File: src/rtl/board_pkg.sv
// Shared VGA 640x480@60 raster constants, colour palette and small helpers
// for the board rendering path.
package board_pkg;

  localparam int H_VIS   = 640;
  localparam int H_FP    = 16;
  localparam int H_SYNC  = 96;
  localparam int H_BP    = 48;
  localparam int H_TOTAL = H_VIS + H_FP + H_SYNC + H_BP;

  localparam int V_VIS   = 480;
  localparam int V_FP    = 10;
  localparam int V_SYNC  = 2;
  localparam int V_BP    = 33;
  localparam int V_TOTAL = V_VIS + V_FP + V_SYNC + V_BP;

  typedef logic [11:0] rgb_t;

  localparam rgb_t COL_BLACK  = 12'h000;
  localparam rgb_t COL_BG     = 12'h002;
  localparam rgb_t COL_GROUND = 12'h0F0;
  localparam rgb_t COL_PLAYER = 12'hFFF;
  localparam rgb_t COL_DEAD   = 12'hF00;

  // Half-open interval test [lo, hi) on an unsigned row/column value.
  function automatic logic in_span(input logic [10:0] val,
                                   input logic [10:0] lo,
                                   input logic [10:0] hi);
    return (val >= lo) && (val < hi);
  endfunction

endpackage

File: src/rtl/board_renderer_timing.sv
// Raster generator: pixel-tick divider, horizontal/vertical beam counters,
// raw (unregistered) sync levels, visible-area flag and end-of-frame strobe.
module vga_timing
  import board_pkg::*;
#(
  parameter int CLK_DIV = 4
) (
  input  logic       clk,
  input  logic       reset,
  output logic       tick,
  output logic [9:0] h,
  output logic [9:0] v,
  output logic       hsync_raw,
  output logic       vsync_raw,
  output logic       visible,
  output logic       frame_end
);

  localparam int               DIV_W    = (CLK_DIV > 1) ? $clog2(CLK_DIV) : 1;
  localparam logic [DIV_W-1:0] DIV_LAST = DIV_W'(CLK_DIV - 1);

  localparam logic [9:0] H_LAST    = 10'(H_TOTAL - 1);
  localparam logic [9:0] V_LAST    = 10'(V_TOTAL - 1);
  localparam logic [9:0] H_SYNC_LO = 10'(H_VIS + H_FP);
  localparam logic [9:0] H_SYNC_HI = 10'(H_VIS + H_FP + H_SYNC);
  localparam logic [9:0] V_SYNC_LO = 10'(V_VIS + V_FP);
  localparam logic [9:0] V_SYNC_HI = 10'(V_VIS + V_FP + V_SYNC);
  localparam logic [9:0] H_VIS_W   = 10'(H_VIS);
  localparam logic [9:0] V_VIS_W   = 10'(V_VIS);

  logic [DIV_W-1:0] div;

  assign tick = (div == DIV_LAST);

  always_ff @(posedge clk) begin
    if (reset) begin
      div <= '0;
    end else if (tick) begin
      div <= '0;
    end else begin
      div <= div + 1'b1;
    end
  end

  always_ff @(posedge clk) begin
    if (reset) begin
      h <= '0;
      v <= '0;
    end else if (tick) begin
      if (h == H_LAST) begin
        h <= '0;
        v <= (v == V_LAST) ? '0 : v + 10'd1;
      end else begin
        h <= h + 10'd1;
      end
    end
  end

  assign hsync_raw = !((h >= H_SYNC_LO) && (h < H_SYNC_HI));
  assign vsync_raw = !((v >= V_SYNC_LO) && (v < V_SYNC_HI));
  assign visible   = (h < H_VIS_W) && (v < V_VIS_W);
  assign frame_end = tick && (h == H_LAST) && (v == V_LAST);

endmodule

File: src/rtl/board_renderer.sv
// Display end of the ground pipeline: per-frame snapshot of ground bitmaps
// and player state, colour priority, and registered VGA sync/RGB outputs.
module board_renderer
  import board_pkg::*;
#(
  parameter int CLK_DIV  = 4,
  parameter int TOP_Y    = 120,
  parameter int MID_Y    = 240,
  parameter int BOT_Y    = 360,
  parameter int GROUND_H = 8,
  parameter int PLAYER_X = 20,
  parameter int PLAYER_W = 16,
  parameter int PLAYER_H = 16
) (
  input  logic         clk,
  input  logic         reset,
  input  logic         in_game,
  input  logic         is_dead,
  input  logic [639:0] ground_top,
  input  logic [639:0] ground_middle,
  input  logic [639:0] ground_bottom,
  input  logic [8:0]   height,
  output logic         hsync,
  output logic         vsync,
  output logic [3:0]   red,
  output logic [3:0]   green,
  output logic [3:0]   blue,
  output logic [9:0]   hcount,
  output logic [9:0]   vcount,
  output logic         frame_start
);

  localparam logic [10:0] TOP_LO = 11'(TOP_Y);
  localparam logic [10:0] TOP_HI = 11'(TOP_Y + GROUND_H);
  localparam logic [10:0] MID_LO = 11'(MID_Y);
  localparam logic [10:0] MID_HI = 11'(MID_Y + GROUND_H);
  localparam logic [10:0] BOT_LO = 11'(BOT_Y);
  localparam logic [10:0] BOT_HI = 11'(BOT_Y + GROUND_H);
  localparam logic [9:0]  PX_LO  = 10'(PLAYER_X);
  localparam logic [9:0]  PX_HI  = 10'(PLAYER_X + PLAYER_W);
  localparam logic [9:0]  PH     = 10'(PLAYER_H);

  logic       tick;
  logic [9:0] h;
  logic [9:0] v;
  logic       hsync_raw;
  logic       vsync_raw;
  logic       vis_p0;
  logic       frame_end;

  vga_timing #(
    .CLK_DIV(CLK_DIV)
  ) u_timing (
    .clk      (clk),
    .reset    (reset),
    .tick     (tick),
    .h        (h),
    .v        (v),
    .hsync_raw(hsync_raw),
    .vsync_raw(vsync_raw),
    .visible  (vis_p0),
    .frame_end(frame_end)
  );

  logic [639:0] sh_top;
  logic [639:0] sh_mid;
  logic [639:0] sh_bot;
  logic [8:0]   sh_height;
  logic         sh_game;
  logic         sh_dead;

  // Snapshot once per frame, during blanking, so scrolling never tears.
  always_ff @(posedge clk) begin
    if (reset) begin
      sh_top    <= '0;
      sh_mid    <= '0;
      sh_bot    <= '0;
      sh_height <= '0;
      sh_game   <= 1'b0;
      sh_dead   <= 1'b0;
    end else if (frame_end) begin
      sh_top    <= ground_top;
      sh_mid    <= ground_middle;
      sh_bot    <= ground_bottom;
      sh_height <= height;
      sh_game   <= in_game;
      sh_dead   <= is_dead;
    end
  end

  // Stage p0: colour of the pixel at the current counter position.
  logic [9:0]  hx_p0;
  logic [10:0] vw_p0;
  logic [9:0]  py_lo_p0;
  logic [9:0]  py_hi_p0;
  logic        in_player_p0;
  logic        in_ground_p0;
  rgb_t        col_p0;

  always_comb begin
    hx_p0        = vis_p0 ? h : '0;
    vw_p0        = {1'b0, v};
    py_lo_p0     = {1'b0, sh_height};
    py_hi_p0     = py_lo_p0 + PH;
    in_player_p0 = sh_game && (h >= PX_LO) && (h < PX_HI)
                   && (v >= py_lo_p0) && (v < py_hi_p0);
    in_ground_p0 = (in_span(vw_p0, TOP_LO, TOP_HI) && sh_top[hx_p0])
                   || (in_span(vw_p0, MID_LO, MID_HI) && sh_mid[hx_p0])
                   || (in_span(vw_p0, BOT_LO, BOT_HI) && sh_bot[hx_p0]);
    col_p0       = COL_BG;
    if (!vis_p0) begin
      col_p0 = COL_BLACK;
    end else if (in_player_p0) begin
      col_p0 = sh_dead ? COL_DEAD : COL_PLAYER;
    end else if (in_ground_p0) begin
      col_p0 = COL_GROUND;
    end
  end

  // Stage p1: syncs, colour and coordinates registered together on the tick.
  always_ff @(posedge clk) begin
    if (reset) begin
      hsync       <= 1'b1;
      vsync       <= 1'b1;
      red         <= '0;
      green       <= '0;
      blue        <= '0;
      hcount      <= '0;
      vcount      <= '0;
      frame_start <= 1'b0;
    end else begin
      frame_start <= frame_end;
      if (tick) begin
        hsync              <= hsync_raw;
        vsync              <= vsync_raw;
        {red, green, blue} <= col_p0;
        hcount             <= h;
        vcount             <= v;
      end
    end
  end

endmodule

File: config.mk
export PLATFORM = sky130hd
export DESIGN_NAME = board_renderer
export DESIGN_NICKNAME = d
export VERILOG_FILES = /design/src/rtl/board_pkg.sv /design/src/rtl/board_renderer_timing.sv /design/src/rtl/board_renderer.sv
export SDC_FILE = /design/constraint.sdc
export NUM_CORES = 2
export LEC_CHECK = 0
export ABC_CLOCK_PERIOD_IN_PS = 4300
export CAP_MARGIN = 10
export CORE_AREA = 5 5 756 758
export DETAILED_ROUTE_END_ITERATION = 6
export DIE_AREA = 0 0 761 763
export PLACE_DENSITY = 0.31
export SKIP_CTS_REPAIR_TIMING = 1
export SYNTH_ARGS = -nofsm -noshare
export SYNTH_HDL_FRONTEND = slang
export SYNTH_HIERARCHICAL = 1
export SYNTH_SLANG_ARGS = --single-unit
File: constraint.sdc
create_clock -name clk -period 4.3 [get_ports clk]
set_input_delay 1.075 -clock clk [delete_from_list [all_inputs] [get_ports clk]]
set_output_delay 1.075 -clock clk [all_outputs]
set_load 0.01 [all_outputs]
==> flow_summary.ini <==
[yosys]
synth_area_per_cell_um2 = 9.91
yosysSeqAreaShare_pct = 45.5
syn_area_um2 = 87200
yosysTopAreaCell = dfxtp_1
syn_nets = 10800
synthCells = 8799
synthTopCellsByArea = dfxtp_1 45%, mux2i_1 26%, nor2_1 9.1%, mux4_2 3.5%, clkbuf_1 1.6%
ys.flop_type = dfxtp_1
yosysUniqueCellTypes = 97
async_flop_share_pct = 0
synth_edf_count = 0
ys_ff_latch = 1980
synth_top_area_share_pct = 45.5
ys_warn_count = 6

[detailed_routing]
firstDrtPassIters = 7
ant_nets = 0
drcViolationCount = 0
wl_per_cell_um = 33.0
vias_per_cell = 4.19
drt_iter0_drc = 6032
wl_um = 627000
vias = 79600

[floorplan]
rows = 276
fp.dieW_um = 761
dieArea_um2 = 581000
core_area_um2 = 564000
start_util_pct = 15.5
die_h_um = 763
boundaryPins = 1968

[worst_hold_path]
hp-class = register to register

[power]
leakagePower_uw = 0.0430
switching_share_pct = 25.3
p_seq_share_pct = 40.1
power_frac_comb_pct = 8.5
clkPwrFrac_pct = 51.4
p_int_uw = 34100
power.density_nw_per_um2 = 347
p_switching_uw = 11600
finalPower_uw = 45700
ir_worst_vdd_mv = 0.254

[layout]
final_design_area_no_fill_um2 = 132000
final_layout_size_suffix_gt1_share_pct = 13.9
fin_util_pct = 23.4
final_cells = 19000
final_cell_mix = 2298 x mux2i_1, 2090 x nor2_1, 1970 x dfxtp_1
syn_to_final_growth_pct = 51.4
final_common_cell = mux2i_1
final_nets = 13100

[status]
status = complete, but fails checks
violations = negative setup slack

[sta]
fin_ws_ns = -0.409
post-route-period-util_pct = 110
period_minus_slack_ns = 4.71
slew_viol_final = 0
fmax_mhz = 212
worst_slew_pin_slew_ns = 1.08
finalSetupViolations = 2
skew_ns = 0.0647
maxSlewHeadroom_pct = 26.9
hold_viol = 0
rsz0062_at_grt = yes

[placed_design]
dp.cells = 18300
portBuffers = 1967
post-place-ws_ns = -1.44
place_area_um2 = 121000
place_congestion = 0.842
dp_hpwl_um = 512000

[worst_setup_path]
worstSetupPathType = register to register
startpoint_type = register
critPathRequiredTime_ns = 5.14
crit_arrival_ns = 5.55
cp-end-kind = register
cp_max_fo = 20

[clocking]
clock-sinks = 1980
clock_path_buffers = 4
clockRootBuffer = clkbuf_16
numCtsBuffers = 278
clk_pin_slew_ns = 0.06
htreeDepth = 5
cts_tree = yes
clock_latency_ns = 0.95

[global_route]
antenna_found_initial = 505
grt_max_degree = 143
track_usage_pct = 20.5
grt_pass1_wl_um = 798000
first_global_vias = 80100
gr-total-overflow = 0

[flow_run]
cap_violations = 0
through the flow:
stage | TNS (ns) | hold slack, ns
final | -0.727 | 0.436
after global routing | -0.797 | 0.463
after floorplan | 0 | 0.404
after detailed placement | -2.84 | 0.426
after global placement | -3.16 | 0.418
after CTS | -2.89 | 0.440
cells in the mapped netlist, types with 34 or more instances:
library cell  instances
o21ai_0             109
nand3_1              82
nand2_1             258
a21oi_1             128
mux2_2               86
a221oi_1             41
clkbuf_1            377
a211oi_1             53
inv_1                34
a22oi_1              35
buf_1               149
nor2_1             2109
o22ai_1             143
o221ai_1             75
and3_1               40
dfxtp_1            1980
mux2i_1            2303
buf_4                60
mux4_2              134
buf_2               108
power by group through the flow:
stage                     clock network, µW  registers [µW]  logic [µW]
after floorplan                           0           18800         876
after global placement                    0           18800        3870
after detailed placement                  0           18800        3870
after CTS                             24400           18400        3890
after global routing                  25000           18300        4030
final                                 23500           18400        3880
cell type report:
| cell class | instances | area (µm²) |
|---|---|---|
| fillers | 60700 | 432000 |
| repair buffers | 2757 | 28400 |
| multi-input cells | 6059 | 44800 |
| well taps | 7506 | 9390 |
| inverters | 35 | 149 |
| flip-flops and latches | 1980 | 39700 |
| clock buffers | 416 | 8090 |
| clock inverters | 74 | 1030 |
| diodes | 156 | 390 |
kinds of logic (layout without fill, tap and decap cells):
| group | Yosys count | count (layout) | synth area share, % |
|---|---|---|---|
| AO/OA/AOI/OAI | 831 | 831 | 6.70 |
| multiplexers | 2530 | 2530 | 31.1 |
| AND/OR/NAND/NOR | 2663 | 2663 | 12.3 |
| adder cells (fa/ha/maj) | 22 | 22 | 0.316 |
| XOR/XNOR | 13 | 13 | 0.131 |
| flip-flops | 1980 | 1980 | 45.5 |
| other | 0 | 156 | 0 |
| buffers and inverters | 760 | 3282 | 3.97 |
critical path, cell delays in order, from the launching register on:
cell       delay (ns)
dfxtp_2          0.33
nand4_1          0.15
nand2_2          0.10
nor2_4           0.34
buf_6            0.16
buf_12           0.11
and2_4           0.17
buf_12           0.17
buf_12           0.21
buf_12           0.21
a221o_2          0.35
a211oi_1         0.14
buf_4            0.19
nor4_4           0.53
o2111ai_1        0.20
a31oi_1          0.18
o31ai_1          0.15
nand2_2          0.21
nor4_4           0.07
buf_4            0.16
o41ai_1          0.34
worst paths after layout:
kind,start,to,slack (ns),cells after the start
max,u_timing/v[5],green[2],-0.41,20
min,u_timing/div[0],u_timing/div[0],0.44,1
max reg2reg,u_timing/v[5],green[2],-0.41,20
min reg2reg,u_timing/div[0],u_timing/div[0],0.44,1
registers in the layout, indices dropped and copies added (netlist names):
signal / count
blue: 2
frame_start: 1
green: 1
hcount: 10
hsync: 1
red: 1
sh_bot: 640
sh_dead: 1
sh_game: 1
sh_height: 9
sh_mid: 640
sh_top: 640
u_timing/div: 2
u_timing/h: 10
u_timing/v: 10
vcount: 10
vsync: 1
metal layers:
layer / global-route usage (%) / part of all wire (%) / vias up
li1: - / - / 35900
met1: 25.0 / 41 / 39000
met2: 35.3 / 48 / 3373
met3: 5.22 / 7.0 / 1074
met4: 5.97 / 3.2 / 224
met5: 0 / 0.22 / -
No activity file was read; power rests on OpenSTA's default activity.
